## config.mk

```make
export PLATFORM = sky130hd
export DESIGN_NAME = uart_rx_fifo
export DESIGN_NICKNAME = d
export VERILOG_FILES = /design/src/rtl/uart_pkg.sv /design/src/rtl/fifo_mem_2p.sv /design/src/rtl/uart_rx_fifo.sv
export SDC_FILE = /design/constraint.sdc
export NUM_CORES = 1
export LEC_CHECK = 0
export ABC_CLOCK_PERIOD_IN_PS = 3900
export CAP_MARGIN = 20
export CORE_MARGIN = 8
export CORE_UTILIZATION = 43
export DETAILED_ROUTE_END_ITERATION = 10
export HOLD_SLACK_MARGIN = 0.08
export PLACE_DENSITY = 0.7
export REMOVE_ABC_BUFFERS = 1
export SLEW_MARGIN = 0
export SYNTH_ARGS = -nofsm -noshare
export SYNTH_HDL_FRONTEND = slang
export SYNTH_SLANG_ARGS = --single-unit
```

## constraint.sdc

```tcl
create_clock -name clk -period 3.9 [get_ports clk]
set_input_delay 0.78 -clock clk [delete_from_list [all_inputs] [get_ports clk]]
set_output_delay 0.78 -clock clk [all_outputs]
set_load 0.05 [all_outputs]
```

## src/rtl/uart_pkg.sv

```systemverilog
// Shared UART definitions: data width, bit-period timing, receiver state encoding
// and a small saturating-counter helper.
package uart_pkg;

  localparam int unsigned UART_DATA_W = 8;
  localparam int unsigned CLK_FREQ_HZ = 50_000_000;
  localparam int unsigned BAUD_RATE   = 115_200;
  localparam int unsigned FULL_BIT    = CLK_FREQ_HZ / BAUD_RATE;
  localparam int unsigned HALF_BIT    = FULL_BIT / 2;

  typedef enum logic [1:0] {
    IDLE,
    START_BIT,
    DATA_BITS,
    STOP_BIT
  } rx_state_e;

  function automatic logic [7:0] sat_inc8(input logic [7:0] val);
    return (val == 8'hFF) ? val : val + 8'd1;
  endfunction

endpackage

```

## src/rtl/fifo_mem_2p.sv

```systemverilog
// Two-port storage array: synchronous write, asynchronous read, no reset.
module fifo_mem_2p #(
  parameter int unsigned DATA_W = 8,
  parameter int unsigned DEPTH  = 16,
  localparam int unsigned ADDR_W = $clog2(DEPTH)
) (
  input  logic              clk_i,
  input  logic              we_i,
  input  logic [ADDR_W-1:0] waddr_i,
  input  logic [DATA_W-1:0] wdata_i,
  input  logic [ADDR_W-1:0] raddr_i,
  output logic [DATA_W-1:0] rdata_o
);

  logic [DATA_W-1:0] mem_q [DEPTH];

  always_ff @(posedge clk_i) begin
    if (we_i) begin
      mem_q[waddr_i] <= wdata_i;
    end
  end

  always_comb begin
    rdata_o = mem_q[raddr_i];
  end

endmodule

```

## src/rtl/uart_rx_fifo.sv

```systemverilog
// First-word-fall-through byte queue behind the UART receiver, with occupancy,
// almost-full and sticky overflow reporting plus a saturating drop counter.
module uart_rx_fifo
  import uart_pkg::*;
#(
  parameter int unsigned DATA_W      = UART_DATA_W,
  parameter int unsigned DEPTH       = 16,
  parameter int unsigned AFULL_LEVEL = 12,
  localparam int unsigned ADDR_W     = $clog2(DEPTH)
) (
  input  logic              clk,
  input  logic              i_reset_n,
  input  logic              i_wr_valid,
  input  logic [DATA_W-1:0] i_wr_data,
  input  logic              i_clear,
  output logic              o_rd_valid,
  output logic [DATA_W-1:0] o_rd_data,
  input  logic              i_rd_ready,
  output logic [ADDR_W:0]   o_count,
  output logic              o_empty,
  output logic              o_full,
  output logic              o_almost_full,
  output logic              o_overflow,
  output logic [7:0]        o_drop_count
);

  localparam logic [ADDR_W:0] AfullLevel = (ADDR_W + 1)'(AFULL_LEVEL);

  logic [ADDR_W:0] wr_ptr_q, wr_ptr_d;
  logic [ADDR_W:0] rd_ptr_q, rd_ptr_d;
  logic            overflow_q, overflow_d;
  logic [7:0]      drop_cnt_q, drop_cnt_d;

  logic [ADDR_W:0] count;
  logic            empty, full, push, pop, drop, mem_we;

  // Extra pointer MSB distinguishes full from empty when the indices match.
  always_comb begin
    count = wr_ptr_q - rd_ptr_q;
    empty = (wr_ptr_q == rd_ptr_q);
    full  = (wr_ptr_q[ADDR_W] != rd_ptr_q[ADDR_W]) &&
            (wr_ptr_q[ADDR_W-1:0] == rd_ptr_q[ADDR_W-1:0]);
    pop    = !empty && i_rd_ready;
    push   = i_wr_valid && (!full || pop);
    drop   = i_wr_valid && full && !pop;
    mem_we = push && !i_clear;
  end

  // Clear outranks push/pop; a byte arriving with clear is discarded silently.
  always_comb begin
    wr_ptr_d   = wr_ptr_q;
    rd_ptr_d   = rd_ptr_q;
    overflow_d = overflow_q;
    drop_cnt_d = drop_cnt_q;
    if (i_clear) begin
      wr_ptr_d   = '0;
      rd_ptr_d   = '0;
      overflow_d = 1'b0;
      drop_cnt_d = '0;
    end else begin
      if (push) begin
        wr_ptr_d = wr_ptr_q + 1'b1;
      end
      if (pop) begin
        rd_ptr_d = rd_ptr_q + 1'b1;
      end
      if (drop) begin
        overflow_d = 1'b1;
        drop_cnt_d = sat_inc8(drop_cnt_q);
      end
    end
  end

  always_ff @(posedge clk or negedge i_reset_n) begin
    if (!i_reset_n) begin
      wr_ptr_q   <= '0;
      rd_ptr_q   <= '0;
      overflow_q <= 1'b0;
      drop_cnt_q <= '0;
    end else begin
      wr_ptr_q   <= wr_ptr_d;
      rd_ptr_q   <= rd_ptr_d;
      overflow_q <= overflow_d;
      drop_cnt_q <= drop_cnt_d;
    end
  end

  fifo_mem_2p #(
    .DATA_W(DATA_W),
    .DEPTH (DEPTH)
  ) u_mem (
    .clk_i  (clk),
    .we_i   (mem_we),
    .waddr_i(wr_ptr_q[ADDR_W-1:0]),
    .wdata_i(i_wr_data),
    .raddr_i(rd_ptr_q[ADDR_W-1:0]),
    .rdata_o(o_rd_data)
  );

  always_comb begin
    o_rd_valid    = !empty;
    o_count       = count;
    o_empty       = empty;
    o_full        = full;
    o_almost_full = (count >= AfullLevel);
    o_overflow    = overflow_q;
    o_drop_count  = drop_cnt_q;
  end

endmodule

```

==> qor.csv <==
metric,value,unit
status,completed,
clock slew at reported path FFs,0.06,ns
Syn. warnings,0,
Die H,136,um
Post-synth ARST share,12.9,%
maximum vdd ir drop,0.353,mV
Post-DP HPWL,8.41,mm
Post-synth EDFFs,128,
CTS buffer count,17,
Clock Path Buffers,2,
final worst slack,0.189,ns
DP Worst Slack,0.601,ns
Setup CP Type,reg2out,
Yosys reg bits,147,
min Tclk post-route,3.71,ns
pwr/cell area,560,nW/um^2
Final period util,95.2,%
Mapped Cells,366,
Crit path largest cell delay,0.74,ns
clock sinks,147,
routability cong.,0.782,
Least-Margin Pin Slew,0.897,ns
final number of setup-violating endpoints,0,
max_slew headroom,40.0,%
routed wire length,12.7,mm
Crit path max-delay family,buffers and inverters,
Power Total,4.13,mW
Skew-Pair Late Insertion Delay,0.42,ns
Std-Cell Rows,44,
quantity of hold-fixing buffers added after cts,0,
proportion of layout cells with a drive suffix above 1,15.5,%
first-pass GRT wire length,20.1,mm
Max Fclk,269,MHz
"most common cell after layout, fill and taps aside",edfxtp_1,
Final ANT Viol Nets,0,
total track usage,14.9,%
Routed WL per cell,20.8,um
critical path cell sequence,buf_12 > mux4_2 > o21ai_1 > o21ai_1 > clkdlybuf4s50_1,
buffers plus inverters on the worst setup path,2,
Synth Cell Area,6180,um^2
Startpoint Class,flop,
CP most frequent cell,o21ai_1,
initial antenna violation count,0,
DIE AREA,18500,um^2
I/O Buffers,38,
DRC errors left,0,
most frequent cells in the layout,"edfxtp_1, clkdlybuf4s50_1, mux2i_1, mux4_2, o21ai_1",
post-CTS resize count,0,
crit-path max FO,36,
largest net degree at the start of global routing,37,
Critical-path top delay cell,clkdlybuf4s50_1,
worst hold path class,reg2reg,
TritonCTS clock tree,yes,
sequential share of the synthesized area,69.8,%
Via-to-Cell Ratio,5.50,
setup bufs post-CTS,0,
via count,3349,
Final Max Tran Viols,0,
1st-pass router iterations,4,
n_diodes,0,
Final Hold Viols,0,
area delta synth->final,19.2,%
clock skew,0.00886,ns
maxcap violations,0,
Die X,136,um
Critical Path AT,2.93,ns
most common flop cell mapped by yosys,edfxtp_1,
synth unique cells,39,
Iter 0 DRT Violations,241,
Core Area,14300,um^2
Static Leak,2.43,nW
Post-Syn Area per Cell,16.9,um^2
Critical Path RT,3.12,ns
Initial Util,43.2,%
fin nets,437,
gr ovfl total,0,
Worst setup EP type,output pin,
RSZ-0062 raised after global routing,false,
vias in the first global route,3667,
# IOs,39,
clock root cell,clkbuf_16,
CTS H-tree depth,4,
[state kept, by name, indices dropped and copies added (netlist names)]
register      count
wr_ptr_q          5
o_overflow        1
rd_ptr_q          5
u_mem.mem_q     128
o_drop_count      8
[layout make-up]
class                      count  area [um^2]
fill                        1186         6940
sequential                   147         4320
clock inverter                11          161
multi-input combinational    192         1750
inverter                      11         41.3
tap                          184          230
timing repair buffer          44          438
clock buffer                  20          437
[final timing paths]
kind / from / endpoint / slack (ns) / depth (start not counted)
setup / recovery: rd_ptr_q[0] / o_rd_data[3] / 0.19 / 5
hold / removal: o_overflow / o_overflow / 0.53 / 2
setup reg to reg: rd_ptr_q[3] / u_mem.mem_q[2][2] / 0.84 / 6
hold reg to reg: o_overflow / o_overflow / 0.53 / 2
max in group asynchronous: i_reset_n / rd_ptr_q[0] / 2.42 / 1
min in group asynchronous: i_reset_n / o_drop_count[1] / 0.86 / 1
[logic make-up after synthesis]
family          after synthesis  synth area share (%)
flops                       147                  69.8
simple gates                 66                  5.99
compound gates               56                  5.56
mux                          50                  12.9
buf+inv                      27                  1.92
fa+ha+maj                    11                  2.35
xor+xnor                      9                  1.40
[metal layers]
metal	track usage, %	wire length [um]	vias to the layer above
li1	-	-	1536
met1	18.2	5480	1693
met2	24.2	6320	105
met3	5.06	746	15
met4	4.82	153	0
met5	0	0	-
[synthesized netlist by cell type, types with 5 or more instances]
cell,instances,area share (%)
o21ai_1,20,1.6
dfrtp_1,19,7.7
mux4_2,24,8.7
buf_2,5,0.40
edfxtp_1,128,62
a21oi_1,13,1.1
nor2_1,13,0.79
nand2_1,6,0.36
mux2i_1,26,4.2
and2_1,15,1.5
a221oi_1,8,1.1
clkbuf_1,5,0.30
ha_1,10,2.0
and3_1,6,0.61
o21ai_0,6,0.49
inv_1,11,0.67
or3_1,8,0.81
[worst reg2reg max path: stages, from the launching register on]
cell and delay, ns:
dfrtp_1 0.59, inv_1 0.31, ha_1 0.43, nand4_1 0.29, o31ai_2 0.55, nor2_1 0.16, and3_1 0.41
[where the power goes]
| group | switching, mW | internal, mW | total (mW) |
|---|---|---|---|
| Clock | 0.600 | 1.06 | 1.66 |
| Sequential | 0.0231 | 1.73 | 1.75 |
| Combinational | 0.435 | 0.287 | 0.723 |
| Total | 1.06 | 3.07 | 4.13 |
[metrics by stage]
step / setup TNS [ns] / cells / instance area (um^2) / utilization, % / hold slack, ns
2_1_floorplan: -1.36 / 350 / 6110 / - / 0.484
3_3_place_gp: 0 / 578 / 6780 / 47.3 / 0.486
3_5_place_dp: 0 / 578 / 6780 / 47.3 / 0.523
4_1_cts: 0 / 609 / 7370 / 51.5 / 0.536
5_1_grt: 0 / 609 / 7370 / 51.5 / 0.591
6_report: 0 / 609 / 7370 / 51.5 / 0.526
Power figures use the tool's default switching activity.
